[src/rtl/mips_pkg.sv]
// mips_pkg: shared constants for the fetch stage (FSM encoding, PC increment, halt word, IF/ID bubble).
package mips_pkg;
  localparam logic [2:0] ST_IDLE      = 3'd0;
  localparam logic [2:0] ST_RUN       = 3'd1;
  localparam logic [2:0] ST_STEP_WAIT = 3'd2;
  localparam logic [2:0] ST_STEP_EXEC = 3'd3;
  localparam logic [2:0] ST_HALTED    = 3'd4;
  localparam int PC_INCR = 4;
  localparam logic [31:0] HALT_WORD = 32'hFFFF_FFFF;
  localparam logic [31:0] BUBBLE_INSTR = 32'h0000_0000;
  localparam logic BUBBLE_VALID = 1'b0;
endpackage

[src/rtl/if_pc_stage.sv]
// if_pc_stage: MIPS fetch stage holding the PC and IF/ID register, sequenced by the debug unit.
module if_pc_stage
  import mips_pkg::*;
#(
  parameter int len = 32,
  parameter logic [len-1:0] pc_reset = '0,
  parameter logic [len-1:0] halt_word = len'(HALT_WORD)
) (
  input  logic           i_clk,
  input  logic           i_rst_n,
  input  logic [len-1:0] i_next_pc,
  input  logic           i_stall,
  input  logic           i_flush,
  input  logic           i_start,
  input  logic           i_step_mode,
  input  logic           i_step,
  input  logic [len-1:0] i_imem_data,
  output logic [len-1:0] o_imem_addr,
  output logic           o_imem_en,
  output logic [len-1:0] o_pc_plus4,
  output logic [len-1:0] o_if_id_instr,
  output logic [len-1:0] o_if_id_pc_plus4,
  output logic           o_if_id_valid,
  output logic           o_halted,
  output logic [len-1:0] o_cycle_count
);
  logic [2:0] state_q, state_d;
  logic [len-1:0] pc_q, pc_d, instr_q, instr_d, pp4_q, pp4_d, cnt_q, cnt_d;
  logic valid_q, valid_d, step_prev_q;
  logic active, adv, halt_hit, step_rise, bubble;
  assign active = state_q == ST_RUN || state_q == ST_STEP_EXEC;
  assign adv = active && !i_flush && !i_stall;
  assign halt_hit = adv && i_imem_data == halt_word;
  // A held i_step only counts once: stepping triggers on its rising edge.
  assign step_rise = i_step && !step_prev_q;
  assign bubble = (active && i_flush) || state_q == ST_HALTED;
  assign o_pc_plus4 = pc_q + len'(PC_INCR);
  always_comb begin
    state_d = state_q;
    case (state_q)
      ST_IDLE:      state_d = i_start ? (i_step_mode ? ST_STEP_WAIT : ST_RUN) : ST_IDLE;
      ST_RUN:       state_d = halt_hit ? ST_HALTED : ST_RUN;
      ST_STEP_WAIT: state_d = step_rise ? ST_STEP_EXEC : ST_STEP_WAIT;
      ST_STEP_EXEC: state_d = halt_hit ? ST_HALTED : ST_STEP_WAIT;
      default:      state_d = ST_HALTED;
    endcase
  end
  always_comb begin
    pc_d    = (adv || (active && i_flush)) ? i_next_pc : pc_q;
    instr_d = bubble ? len'(BUBBLE_INSTR) : adv ? i_imem_data : instr_q;
    pp4_d   = bubble ? '0 : adv ? o_pc_plus4 : pp4_q;
    valid_d = bubble ? BUBBLE_VALID : adv ? 1'b1 : valid_q;
    cnt_d   = active ? cnt_q + 1'b1 : cnt_q;
  end
  always_ff @(posedge i_clk or negedge i_rst_n) begin
    if (!i_rst_n) begin
      state_q     <= ST_IDLE;
      pc_q        <= pc_reset;
      instr_q     <= '0;
      pp4_q       <= '0;
      valid_q     <= 1'b0;
      cnt_q       <= '0;
      step_prev_q <= 1'b0;
    end else begin
      state_q     <= state_d;
      pc_q        <= pc_d;
      instr_q     <= instr_d;
      pp4_q       <= pp4_d;
      valid_q     <= valid_d;
      cnt_q       <= cnt_d;
      step_prev_q <= i_step;
    end
  end
  assign o_imem_addr      = pc_q;
  assign o_imem_en        = active;
  assign o_if_id_instr    = instr_q;
  assign o_if_id_pc_plus4 = pp4_q;
  assign o_if_id_valid    = valid_q;
  assign o_halted         = state_q == ST_HALTED;
  assign o_cycle_count    = cnt_q;
endmodule

[config.mk]
export PLATFORM = sky130hd
export DESIGN_NAME = if_pc_stage
export DESIGN_NICKNAME = d
export VERILOG_FILES = /design/src/rtl/mips_pkg.sv /design/src/rtl/if_pc_stage.sv
export SDC_FILE = /design/constraint.sdc
export NUM_CORES = 1
export LEC_CHECK = 0
export ABC_AREA = 1
export CELL_PAD_IN_SITES_DETAIL_PLACEMENT = 0
export CELL_PAD_IN_SITES_GLOBAL_PLACEMENT = 1
export CORE_MARGIN = 5
export CORE_UTILIZATION = 33
export CTS_BUF_LIST = sky130_fd_sc_hd__clkbuf_2
export CTS_CLUSTER_DIAMETER = 200
export DETAILED_ROUTE_END_ITERATION = 10
export GPL_ROUTABILITY_DRIVEN = 0
export GPL_TIMING_DRIVEN = 0
export PLACE_DENSITY = 0.89
export RECOVER_POWER = 25
export SYNTH_ARGS = -nofsm -noshare
export SYNTH_HDL_FRONTEND = slang
export SYNTH_SLANG_ARGS = --single-unit
[constraint.sdc]
create_clock -name i_clk -period 1.8 [get_ports i_clk]
set_input_delay 0.36 -clock i_clk [delete_from_list [all_inputs] [get_ports i_clk]]
set_output_delay 0.36 -clock i_clk [all_outputs]
set_load 0.01 [all_outputs]
==> report_table.html, run 1 <==
<table>
<tr><th>Metric</th><th>Value</th></tr>
<tr><th colspan="2">STA</th></tr>
<tr><td>Final period utilization</td><td>1.46</td></tr>
<tr><td>Worst slew margin</td><td>0.319</td></tr>
<tr><td>RSZ-0062 raised after global routing</td><td>true</td></tr>
<tr><td>Transition time of the tightest slew-check pin</td><td>1020 ps</td></tr>
<tr><td>PnR worst setup slack</td><td>-828 ps</td></tr>
<tr><td>Max-slew violation count</td><td>0</td></tr>
<tr><td>Post-route worst hold slack</td><td>about 190 ps</td></tr>
<tr><td>Min Clock Period, post-route</td><td>roughly 2600 ps</td></tr>
<tr><td>Final setup violation count</td><td>49</td></tr>
<tr><td>Fin Clk Skew</td><td>just under 60 ps</td></tr>
<tr><td>Number of hold-slack violations in the final timing report</td><td>0</td></tr>
<tr><td>Achievable frequency</td><td>380 MHz</td></tr>
<tr><th colspan="2">Floorplan</th></tr>
<tr><td>FP Rows</td><td>between 50 and 60</td></tr>
<tr><td>Starting Density</td><td>0.334</td></tr>
<tr><td>Die Outline Area</td><td>around 23000 µm²</td></tr>
<tr><td>Ports</td><td>234</td></tr>
<tr><td>Floorplan die width</td><td>between 150 and 200 µm</td></tr>
<tr><td>Core box area</td><td>between 15000 and 20000 µm²</td></tr>
<tr><td>Y dimension of the die</td><td>about 150 µm</td></tr>
<tr><th colspan="2">Finish</th></tr>
<tr><td>Antenna Cells</td><td>0</td></tr>
<tr><td>Count of fill cells added during filler insertion</td><td>between 1500 and 2000</td></tr>
<tr><td>Net count reported at finish</td><td>about 1200</td></tr>
<tr><td>Proportion of layout cells with a drive suffix above 1</td><td>0.443</td></tr>
<tr><td>Final cell count without fillers</td><td>about 1400</td></tr>
<tr><td>Growth of design area from synthesis to finish</td><td>67.5%</td></tr>
<tr><td>Area of all sequential standard cells</td><td>3360 µm²</td></tr>
<tr><td>Area used by multi-input combinational logic</td><td>about 3300 µm²</td></tr>
<tr><th colspan="2">Logic synthesis</th></tr>
<tr><td>Leading register cell type out of synthesis</td><td>sky130_fd_sc_hd__dfrtp_1</td></tr>
<tr><td>Combinational family with the most area after synthesis</td><td>simple AND/OR/NAND/NOR gates</td></tr>
<tr><td>Most area-consuming cells after synthesis</td><td>sky130_fd_sc_hd__dfrtp_1 (51%), sky130_fd_sc_hd__nand2_1 (15%), sky130_fd_sc_hd__nor2_1 (6.0%)</td></tr>
<tr><td>YS warnings</td><td>0</td></tr>
<tr><td>Synthesized-area fraction occupied by xor and xnor cells</td><td>0.0447</td></tr>
<tr><td>Mean Syn Cell Area</td><td>8.51 µm²</td></tr>
<tr><td>Syn_nets</td><td>approximately 830</td></tr>
<tr><td>Synthesized netlist cell count</td><td>760</td></tr>
<tr><td>Async set-reset flop share out of synthesis</td><td>1.00</td></tr>
<tr><td>Post-Syn Area</td><td>6470 µm²</td></tr>
<tr><td>Sequential area share after synthesis</td><td>0.514</td></tr>
<tr><td>Adder and majority gate portion of the synthesized area</td><td>0.00387</td></tr>
<tr><td>Number of library cell types mapped by synthesis</td><td>30</td></tr>
<tr><td>Share of the synthesized area in compound gates (AO/OA/AOI/OAI)</td><td>0.0673</td></tr>
<tr><td>Register bit count reported by yosys</td><td>133</td></tr>
<tr><td>Post-synthesis cell type with the largest combined area</td><td>sky130_fd_sc_hd__dfrtp_1</td></tr>
<tr><td>Fraction of post-synthesis cell area in the top cell type by area</td><td>0.514</td></tr>
<tr><td>EDFF count, synth</td><td>0</td></tr>
<tr><td>Basic-gate share of the synthesized area counting and, or, nand and nor cells</td><td>0.282</td></tr>
<tr><td>Mux cell area share after synthesis</td><td>0.0331</td></tr>
<tr><th colspan="2">Global route</th></tr>
<tr><td>Overall Global Routing Usage</td><td>0.214</td></tr>
<tr><td>Maximum number of pins on one net before global-route repair</td><td>between 90 and 100</td></tr>
<tr><td>Total congestion overflow after global routing</td><td>0</td></tr>
<tr><td>Global-route wire length before repair</td><td>about 37000 µm</td></tr>
<tr><td>Number of antenna violations at the first check in global routing</td><td>0</td></tr>
<tr><td>Vias in the first global route</td><td>around 6900</td></tr>
<tr><th colspan="2">Setup path</th></tr>
<tr><td>Required time at the endpoint of the critical path</td><td>between 1000 and 1500 ps</td></tr>
<tr><td>Crit path launch type</td><td>register</td></tr>
<tr><td>CP Class</td><td>reg -&gt; out</td></tr>
<tr><td>Arrival time of the worst setup path</td><td>roughly 2300 ps</td></tr>
<tr><td>Critical-path maximum fanout</td><td>5</td></tr>
<tr><td>CP Capture Type</td><td>output pin</td></tr>
<tr><th colspan="2">Placement</th></tr>
<tr><td>IO buf count</td><td>about 230</td></tr>
<tr><td>Number of placed cells counting well taps</td><td>roughly 1300</td></tr>
<tr><td>Half-perimeter wire length of the detailed placement result</td><td>between 15000 and 20000 µm</td></tr>
<tr><th colspan="2">Clock tree</th></tr>
<tr><td>Source-to-sink clock delay at the later pin of the worst-skew pair</td><td>roughly 750 ps</td></tr>
<tr><td>Clock Tree Root</td><td>sky130_fd_sc_hd__clkbuf_2</td></tr>
<tr><td>Clock slew seen by the registers of the worst setup and hold paths</td><td>between 200 and 300 ps</td></tr>
<tr><td>TritonCTS clock tree</td><td>yes</td></tr>
<tr><td>Clk buf depth</td><td>2</td></tr>
<tr><td>H-tree depth</td><td>4</td></tr>
<tr><td>Number of buffers created by CTS</td><td>17</td></tr>
<tr><td>Number of sinks handled by clock tree synthesis</td><td>about 130</td></tr>
<tr><th colspan="2">Drt</th></tr>
<tr><td>Iteration-0 DRC count of the detailed router</td><td>approximately 300</td></tr>
<tr><td>Remaining antenna violation count</td><td>0</td></tr>
<tr><td>Routed length per placed instance</td><td>~17 µm</td></tr>
<tr><td>Post-detailed-route via-to-cell ratio</td><td>roughly 4.7</td></tr>
<tr><td>First drt pass iteration count</td><td>6</td></tr>
<tr><td>Total via count in the routed design</td><td>slightly below 7000</td></tr>
<tr><td>DRC</td><td>0</td></tr>
<tr><td>Detailed Route WL</td><td>between 20000 and 25000 µm</td></tr>
<tr><th colspan="2">Job</th></tr>
<tr><td>MaxCap Viol Count</td><td>0</td></tr>
<tr><th colspan="2">Power and ir drop</th></tr>
<tr><td>Worst ir drop on vdd</td><td>slightly above 0.0003 V</td></tr>
<tr><td>Cell leakage power</td><td>roughly 5.6 nW</td></tr>
<tr><td>Power density over the cells</td><td>482 nW/µm²</td></tr>
<tr><th colspan="2">Outcome</th></tr>
<tr><td>Failing checks</td><td>setup timing</td></tr>
<tr><td>Status</td><td>finished, violations left</td></tr>
<tr><th colspan="2">Hold path</th></tr>
<tr><td>Hold Crit Class</td><td>in -&gt; reg</td></tr>
</table>
## power breakdown
part / total, mW / internal, mW / switching (mW)
registers: 3.00 / 2.99 / 0.000235
clock network: 1.99 / 0.675 / 1.31
logic: 0.244 / 0.141 / 0.103
total: 5.23 / 3.81 / 1.42
## path summary, 6_finish.rpt
kind / startpoint / endpoint / slack (ps) / cells past startpoint
worst max-delay path: o_imem_addr[2] / o_pc_plus4[19] / -830 / 8
worst min-delay path: i_next_pc[14] / o_imem_addr[14] / 190 / 2
worst max register to register: state_q[0] / o_imem_addr[17] / 120 / 7
worst min register to register: o_if_id_valid / o_if_id_valid / 490 / 2
max in group asynchronous: i_rst_n / o_imem_addr[3] / 220 / 3
min in group asynchronous: i_rst_n / o_imem_addr[18] / 280 / 2
## synthesized netlist by cell type (all sizes together), types with 6 or more instances
library cell and count:
buf 17, and2 8, nand3b 7, xor2 21
a21oi 15, inv 60, mux2 19, o21ai 6
nor3 8, dfrtp 133, xnor2 12, nand2 255
nand3 33, nand4 10, nor2 112, a22o 36
## what timing repair did
| action | CTS | global route |
|---|---|---|
| hold buffers | 1 | 0 |
| setup endpoints to repair | 205 | 101 |
| pin swaps | 49 | 42 |
| endpoints found under the hold margin | 133 | 0 |
| resized for setup | 822 | 112 |
| setup buffers | 134 | 33 |
## cells in the final DEF (no fill, tap or decap), drive strengths merged, types with 3 or more instances in the layout
| master | n |
|---|---|
| xor2 | 21 |
| mux2 | 19 |
| dfrtp | 133 |
| xnor2 | 12 |
| clkbuf | 27 |
| a21oi | 15 |
| nor2 | 112 |
| nand3b | 7 |
| buf | 328 |
| clkinv | 4 |
| o21ai | 6 |
| clkdlybuf4s50 | 68 |
| inv | 66 |
| and2 | 8 |
| nor3 | 8 |
| nand4 | 10 |
| a22o | 36 |
| nand2 | 255 |
| nand3 | 33 |
| clkinvlp | 3 |
## stage by stage
step	util	setup TNS [ps]	area (µm²)	total power, mW	worst slack, ps
2_1_floorplan	-	0	6470	3.06	17.2
3_3_place_gp	0.471	-735300	9140	3.29	-5190
3_5_place_dp	0.472	-49540	9160	3.30	-852
4_1_cts	0.535	-25170	10400	5.29	-864
5_1_grt	0.559	-29610	10800	5.43	-956
6_report	0.559	-22120	10800	5.23	-828
## per-layer routing
| metal | up-vias | routed length [µm] | GRT usage |
|---|---|---|---|
| met5 | - | 0 | 0 |
| li1 | 3230 | - | - |
| met2 | 264 | 11700 | 0.358 |
| met4 | 0 | 535 | 0.0723 |
| met3 | 47 | 1750 | 0.0603 |
| met1 | 3257 | 10000 | 0.266 |
## sequential cells by signal (all words and copies together), names as in the netlist
register,flops
o_cycle_count,32
o_if_id_instr,32
o_if_id_pc_plus4,32
o_imem_addr,32
state_q,3
o_if_id_valid,1
step_prev_q,1
## critical path: stages (launching register included)
cell,delay (ps)
sky130_fd_sc_hd__dfrtp_2,460
sky130_fd_sc_hd__buf_6,120
sky130_fd_sc_hd__inv_4,30
sky130_fd_sc_hd__nor2_4,110
sky130_fd_sc_hd__buf_12,140
sky130_fd_sc_hd__nand3b_1,180
sky130_fd_sc_hd__o21bai_1,230
sky130_fd_sc_hd__and2_1,150
sky130_fd_sc_hd__buf_2,130
## cell families after synthesis
| kind of cell | count (synthesis) |
|---|---|
| compound gates | 59 |
| xor+xnor | 33 |
| fa+ha+maj | 2 |
| buf+inv | 80 |
| flops | 133 |
| mux | 19 |
| simple gates | 434 |
## final cells by class
cell class	count	area share
flip-flops and latches	133	0.310
multi-input cells	547	0.302
repair buffers	390	0.299
well taps	265	0.0306
inverters	60	0.0224
clock inverters	15	0.0156
plain buffers	18	0.0120
clock buffers	17	0.00785
Power figures use the tool's default switching activity.
==> inputs of run 2 (changes only) <==
--- a/config.mk
+++ b/config.mk
@@ -15,6 +15,7 @@
 export DETAILED_ROUTE_END_ITERATION = 10
 export GPL_ROUTABILITY_DRIVEN = 0
 export GPL_TIMING_DRIVEN = 0
+export MAX_ROUTING_LAYER = met4
 export PLACE_DENSITY = 0.89
 export RECOVER_POWER = 25
 export SYNTH_ARGS = -nofsm -noshare
==> run 2 against run 1 <==
Register-to-register slack is essentially flat. Sequential share of layout area grew 0.11 points. The run still ends with setup timing left. Worst hold slack gained 8.6 ps.
==> report_table.html, run 2 (synthesis results as in run 1) <==
<table>
<tr><th>Metric</th><th>Value</th></tr>
<tr><th colspan="2">Outcome</th></tr>
<tr><td>Status</td><td>finished, violations left</td></tr>
<tr><td>Failing checks</td><td>setup timing</td></tr>
<tr><th colspan="2">Setup path</th></tr>
<tr><td>Startpoint of the most critical register-to-register path</td><td>state_q[0]</td></tr>
<tr><td>CP Class</td><td>reg -&gt; out</td></tr>
<tr><td>Crit path launch type</td><td>register</td></tr>
<tr><td>Worst path bufs/invs</td><td>5 (+1)</td></tr>
<tr><td>Capture point of the worst reg-to-reg path</td><td>o_imem_addr[17]</td></tr>
<tr><td>Critical-path maximum fanout</td><td>5 (unchanged)</td></tr>
<tr><td>Arrival time of the worst setup path</td><td>2250 ps (-20 ps)</td></tr>
<tr><td>Gate family responsible for the most delay along the worst path</td><td>buffers and inverters</td></tr>
<tr><td>CP Capture Type</td><td>output pin</td></tr>
<tr><td>Worst-case register-to-register setup slack</td><td>130 ps (about the same)</td></tr>
<tr><td>Slowest stage cell on the critical path</td><td>sky130_fd_sc_hd__dfrtp_2</td></tr>
<tr><td>Worst-case reg-to-reg path depth</td><td>7 (unchanged)</td></tr>
<tr><td>Worst stage delay on the critical path</td><td>460 ps (about the same)</td></tr>
<tr><td>Required time at the endpoint of the critical path</td><td>1440 ps (about the same)</td></tr>
<tr><td>Sequence of cells on the critical path</td><td>buf_6 -&gt; inv_4 -&gt; nor2_4 -&gt; buf_12 -&gt; buf_12 -&gt; nand2_8 -&gt; nor2_4 -&gt; xor2_2 -&gt; buf_2</td></tr>
<tr><td>Instance count on the critical path</td><td>9 (+1)</td></tr>
<tr><th colspan="2">Clock tree</th></tr>
<tr><td>Number of sinks handled by clock tree synthesis</td><td>133 (unchanged)</td></tr>
<tr><td>Clock slew seen by the registers of the worst setup and hold paths</td><td>230 ps (-50 ps)</td></tr>
<tr><td>Source-to-sink clock delay at the later pin of the worst-skew pair</td><td>740 ps (about the same)</td></tr>
<tr><td>H-tree depth</td><td>4 (unchanged)</td></tr>
<tr><td>Clk buf depth</td><td>2 (unchanged)</td></tr>
<tr><td>Clock Tree Root</td><td>sky130_fd_sc_hd__clkbuf_2</td></tr>
<tr><td>TritonCTS clock tree</td><td>yes</td></tr>
<tr><td>Number of buffers created by CTS</td><td>17 (unchanged)</td></tr>
<tr><th colspan="2">Drt</th></tr>
<tr><td>First drt pass iteration count</td><td>5 (-1)</td></tr>
<tr><td>Remaining antenna violation count</td><td>0 (unchanged)</td></tr>
<tr><td>Post-detailed-route via-to-cell ratio</td><td>4.72 (+0.28%)</td></tr>
<tr><td>Iteration-0 DRC count of the detailed router</td><td>375 (+22%)</td></tr>
<tr><td>Detailed Route WL</td><td>24000 µm (about the same)</td></tr>
<tr><td>DRC</td><td>0 (unchanged)</td></tr>
<tr><td>Total via count in the routed design</td><td>6822 (+0.35%)</td></tr>
<tr><td>Routed length per placed instance</td><td>16.6 µm (about the same)</td></tr>
<tr><th colspan="2">Finish</th></tr>
<tr><td>Proportion of layout cells with a drive suffix above 1</td><td>0.441 (-0.00254)</td></tr>
<tr><td>Net count reported at finish</td><td>1240 (unchanged)</td></tr>
<tr><td>Leading cell type in the layout, fill and taps excluded</td><td>sky130_fd_sc_hd__nand2_1</td></tr>
<tr><td>Most frequent cells in the layout</td><td>sky130_fd_sc_hd__nand2_1 (218), sky130_fd_sc_hd__buf_2 (116), sky130_fd_sc_hd__buf_4 (108), sky130_fd_sc_hd__dfrtp_1 (107), sky130_fd_sc_hd__buf_6 (99)</td></tr>
<tr><td>Post-layout util</td><td>0.556 (-0.00226)</td></tr>
<tr><td>Count of fill cells added during filler insertion</td><td>1807 (+0.44%)</td></tr>
<tr><td>Growth of design area from synthesis to finish</td><td>66.8%</td></tr>
<tr><th colspan="2">Global route</th></tr>
<tr><td>Number of antenna violations at the first check in global routing</td><td>1 (+1)</td></tr>
<tr><td>Global-route wire length before repair</td><td>37100 µm (-0.15%)</td></tr>
<tr><td>Total congestion overflow after global routing</td><td>0 (unchanged)</td></tr>
<tr><td>Vias in the first global route</td><td>6939 (+0.25%)</td></tr>
<tr><td>Maximum number of pins on one net before global-route repair</td><td>96 (unchanged)</td></tr>
<tr><td>Overall Global Routing Usage</td><td>0.220 (+0.00642)</td></tr>
<tr><th colspan="2">Placement</th></tr>
<tr><td>IO buf count</td><td>233 (unchanged)</td></tr>
<tr><td>Half-perimeter wire length of the detailed placement result</td><td>16400 µm (unchanged)</td></tr>
<tr><th colspan="2">Floorplan</th></tr>
<tr><td>Floorplan die width</td><td>150 µm (unchanged)</td></tr>
<tr><td>Starting Density</td><td>0.334 (unchanged)</td></tr>
<tr><td>FP Rows</td><td>51 (unchanged)</td></tr>
<tr><td>Core box area</td><td>19400 µm² (unchanged)</td></tr>
<tr><td>Ports</td><td>234 (unchanged)</td></tr>
<tr><td>Die Outline Area</td><td>22500 µm² (unchanged)</td></tr>
<tr><td>Y dimension of the die</td><td>150 µm (unchanged)</td></tr>
<tr><th colspan="2">STA</th></tr>
<tr><td>Worst slew margin</td><td>0.320 (+0.00113)</td></tr>
<tr><td>Min Clock Period, post-route</td><td>2610 ps (-19.3 ps)</td></tr>
<tr><td>PnR worst setup slack</td><td>-809 ps (+19.3 ps)</td></tr>
<tr><td>RSZ-0062 raised after global routing</td><td>true</td></tr>
<tr><td>Achievable frequency</td><td>383 MHz (+0.74%)</td></tr>
<tr><td>Final-layout setup total negative slack</td><td>-21840 ps (+274 ps)</td></tr>
<tr><td>Fin Clk Skew</td><td>45.1 ps (-14.5 ps)</td></tr>
<tr><td>Final setup violation count</td><td>50 (+2.0%)</td></tr>
<tr><td>Transition time of the tightest slew-check pin</td><td>1020 ps (-1.70 ps)</td></tr>
<tr><td>Max-slew violation count</td><td>0 (unchanged)</td></tr>
<tr><td>Final period utilization</td><td>1.45 (-0.0107)</td></tr>
<tr><td>Number of hold-slack violations in the final timing report</td><td>0 (unchanged)</td></tr>
<tr><th colspan="2">Hold path</th></tr>
<tr><td>Hold path start</td><td>i_next_pc[10]</td></tr>
<tr><td>Hold Crit Class</td><td>in -&gt; reg</td></tr>
<tr><td>Hold path endpoint</td><td>o_imem_addr[10]</td></tr>
<tr><td>WHS Path Cells</td><td>3 (+1)</td></tr>
<tr><th colspan="2">Power and ir drop</th></tr>
<tr><td>Worst ir drop on vdd</td><td>0.000309 V (+0.28%)</td></tr>
<tr><td>Cell leakage power</td><td>5.62 nW (about the same)</td></tr>
<tr><td>Power density over the cells</td><td>485 nW/µm² (+0.45%)</td></tr>
<tr><th colspan="2">Job</th></tr>
<tr><td>MaxCap Viol Count</td><td>0 (unchanged)</td></tr>
</table>
[run 2: cell types whose count changed in the layout (fill, tap and decap cells not counted), sizes merged]
| cell | previous run | this run |
|---|---|---|
| buf | 328 | 327 |
| clkbuf | 27 | 28 |
| diode | 0 | 1 |
[run 2: power breakdown]
part	internal [mW]	switching [mW]
clock network	0.675	1.32
logic	0.141	0.103
registers	2.99	0.000235
[run 2: final cells by class]
class / count / area [µm²] / share of cell area
antenna: 1 / 2.50 / 0.000232
inverter: 60 / 243 / 0.0225
sequential: 133 / 3360 / 0.311
clock buffer: 17 / 85.1 / 0.00788
timing repair buffer: 390 / 3210 / 0.297
buffer: 18 / 130 / 0.0121
clock inverter: 15 / 169 / 0.0156
multi-input combinational: 547 / 3260 / 0.302
tap: 265 / 332 / 0.0307
[run 2: through the flow]
stage / hold WS (ps) / power (mW) / cells / instance area (µm²) / setup slack (ps)
2_1_floorplan: 64.4 / 3.06 / 760 / 6470 / 17.2
3_3_place_gp: 458 / 3.29 / 1258 / 9140 / -5190
3_5_place_dp: 296 / 3.30 / 1259 / 9160 / -852
4_1_cts: 3.69 / 5.29 / 1424 / 10400 / -864
5_1_grt: 126 / 5.43 / 1446 / 10800 / -958
6_report: 195 / 5.23 / 1446 / 10800 / -809
[run 2: metal layers]
| layer | up-vias | track usage | routed length [µm] |
|---|---|---|---|
| met1 | 3292 | 0.269 | 10100 |
| li1 | 3236 | - | - |
| met5 | - | - | 0 |
| met2 | 251 | 0.359 | 11700 |
| met4 | 0 | 0.0723 | 546 |
| met3 | 43 | 0.0560 | 1680 |
[run 2: worst register-to-register path: stages, from the launching register on]
cell,delay [ps]
sky130_fd_sc_hd__dfrtp_1,440
sky130_fd_sc_hd__buf_6,130
sky130_fd_sc_hd__nand2_4,60
sky130_fd_sc_hd__inv_4,40
sky130_fd_sc_hd__buf_4,160
sky130_fd_sc_hd__nand2_8,110
sky130_fd_sc_hd__buf_2,290
sky130_fd_sc_hd__mux2_2,370
[run 2: timing repair]
action,4_1_cts,5_1_grt
setup endpoints to repair,205,101
endpoints found under the hold margin,133,0
setup buffers,134,33
hold buffers,1,0
resized for setup,822,100
pin swaps,49,41
[run 2: worst max-delay path by stage]
stage / from / end
finish: o_imem_addr[2] / o_pc_plus4[15]
global route: o_imem_addr[3] / o_pc_plus4[18]
CTS: o_imem_addr[2] / o_pc_plus4[24]
detailed placement: o_imem_addr[3] / o_pc_plus4[22]
global placement: i_rst_n / o_if_id_instr[10]
floorplan: o_imem_addr[2] / o_pc_plus4[22]
==> RTL edit: new RTL, config.mk and constraints of run 2 <==
Add an input register stage for `i_step_mode`, without a reset; this delays it by one clock. The other inputs are not delayed to match.
--- a/src/rtl/if_pc_stage.sv
+++ b/src/rtl/if_pc_stage.sv
@@ -24,6 +24,13 @@
   output logic           o_halted,
   output logic [len-1:0] o_cycle_count
 );
+
+  logic i_step_mode_q;
+
+  always_ff @(posedge i_clk) begin
+    i_step_mode_q <= i_step_mode;
+  end
+
   logic [2:0] state_q, state_d;
   logic [len-1:0] pc_q, pc_d, instr_q, instr_d, pp4_q, pp4_d, cnt_q, cnt_d;
   logic valid_q, valid_d, step_prev_q;
@@ -38,7 +45,7 @@
   always_comb begin
     state_d = state_q;
     case (state_q)
-      ST_IDLE:      state_d = i_start ? (i_step_mode ? ST_STEP_WAIT : ST_RUN) : ST_IDLE;
+      ST_IDLE:      state_d = i_start ? (i_step_mode_q ? ST_STEP_WAIT : ST_RUN) : ST_IDLE;
       ST_RUN:       state_d = halt_hit ? ST_HALTED : ST_RUN;
       ST_STEP_WAIT: state_d = step_rise ? ST_STEP_EXEC : ST_STEP_WAIT;
       ST_STEP_EXEC: state_d = halt_hit ? ST_HALTED : ST_STEP_WAIT;
Check against the original RTL: not equivalent (Yosys sat finds a counterexample within 4 cycles, from zero or initial values and one cycle with i_rst_n low).
==> RTL edit against run 2 <==
  * The run still ends with negative setup slack left
  * Sequential cell count grew 1
  * Power grew 2.8%
  * Critical endpoint unchanged
  * Cell count grew 4.4%
  * Routed wire length grew 10%
  * Synthesized area grew 0.31%
  * Final area grew 7.8%
  * Worst setup slack lost 0.073 ns
  * Die area grew 0.29%
==> RTL edit: results <==
group,metric,value,unit
timing,finalWorstSetupSlack,-0.881,ns
drt,wl_met3,1660,µm
clocking,clkSinkCount,134,
yosys,muxShareOfSynthArea,0.0330,
yosys,async_flop_share,0.993,
place,dp_hpwl,16200,µm
pwr,power_leakage,6.08,nW
final_layout,drive_above_1_share,0.486,
worst_hold_path,hold_start,"i_next_pc[25]",
final_layout,diodes,1,
timing,worst_slew_pin_slew,1.43,ns
yosys,synth_nets,834,
drt,wl_met2,13400,µm
drt,drt_wl_total,26500,µm
global_route,met1_usage,0.255,
drt,dr.first_iter.drc_count,451,
global_route,gr-usage-met3,0.0521,
yosys,synth_compound_area_frac,0.0671,
timing,clock_skew,0.0443,ns
floorplan,dieArea,22600,µm²
final_layout,nFillCells,1628,
critical_path,reg2reg_slack,-0.58,ns
pwr,clkPwrFrac,0.393,
critical_path,regToRegStartpoint,"o_imem_addr[2]",
global_route,grt_max_degree,97,
yosys,synth_area_per_cell,8.53,µm²
global_route,grt_use_met2,0.380,
yosys,synthTopCellsByArea,"dfrtp_1 51%, nand2_1 14%, nor2_1 6.0%",
global_route,grt_pass1_vias,7333,
timing,setup_viol,58,
place,placed_area,9180,µm²
clocking,clk_latency,0.72,ns
run_status,violations,"negative setup slack",
global_route,grt_pass1_wl,38200,µm
critical_path,crit_path_max_fanout,4,
yosys,yosysSeqAreaShare,0.516,
final_layout,multi_input_area_share,0.296,
final_layout,clk_share,0.0239,
final_layout,buffer_area_frac,0.341,
critical_path,cp.arrival,2.32,ns
critical_path,reg2reg_to,"o_if_id_pc_plus4[26]",
pwr,switching_power,1.41,mW
global_route,grt_usage,0.224,
final_layout,fin_cells,1510,
clocking,clk_pin_slew_worst_paths,0.25,ns
critical_path,path_delay_family,"flip-flops",
clocking,cts_buffer_depth,2,
pwr,ir_drop,0.275,mV
final_layout,n_all_buffers,471,
critical_path,slowest_delay,0.52,ns
final_layout,regArea,3380,µm²
yosys,yosys.area_share.xor_xnor,0.0445,
run_status,status,"finished, violations left",
yosys,ys_top_cells_by_count,"250 x nand2_1, 133 x dfrtp_1, 103 x nor2_1",
yosys,synth_cell_types,31,
final_layout,area_delta_synth_final,79.3,%
drt,met1_length,10100,µm
drt,via_per_inst,4.78,
RTL edit: changes by cell type in the layout (fill, tap and decap cells not counted), moves of 4 or more:
| cell | run 2 | this run |
|---|---|---|
| buf_6 | 99 | 145 |
| buf_4 | 108 | 137 |
| buf_2 | 116 | 99 |
| nand2_1 | 218 | 206 |
| nand2_2 | 28 | 37 |
| nor2_4 | 20 | 28 |
| clkbuf_2 | 25 | 31 |
| nor2_1 | 78 | 73 |
| and2_1 | 7 | 3 |
| and2_4 | 1 | 5 |
| xor2_1 | 13 | 9 |
| xor2_2 | 6 | 10 |
RTL edit: what timing repair did:
| action | 4_1_cts | 5_1_grt |
|---|---|---|
| hold endpoints to repair | 134 | 0 |
| setup endpoints to repair | 203 | 105 |
| pin swaps | 43 | 55 |
| cloned | 0 | 0 |
| buffers inserted | 192 | 53 |
| resized for setup | 853 | 153 |
| hold buffers | 4 | 0 |
RTL edit: worst min-delay path by stage:
| stage | cells past startpoint | slack, ns | endpoint |
|---|---|---|---|
| 2_1_floorplan | 0 | 0.06 | o_cycle_count[0] |
| 3_3_place_gp | 2 | 0.46 | o_if_id_valid |
| 3_5_place_dp | 1 | 0.29 | o_imem_addr[2] |
| 4_1_cts | 3 | 0.03 | o_if_id_pc_plus4[11] |
| 5_1_grt | 3 | 0.12 | o_imem_addr[5] |
| 6_report | 3 | 0.19 | o_imem_addr[25] |
RTL edit: per-stage QoR:
step / setup WS [ns] / util
floorplan: 0.0172 / -
global placement: -5.12 / 0.472
detailed placement: -0.822 / 0.473
CTS: -0.965 / 0.574
global route: -1.03 / 0.600
finish: -0.881 / 0.600
RTL edit: worst register-to-register path, delay by kind of cell (launching register included):
kind / cells / cell delay, ns
and+or+nand+nor: 7 / 0.66
DFF: 1 / 0.46
buffers and inverters: 9 / 0.95
adders and majority gates: 1 / 0.20
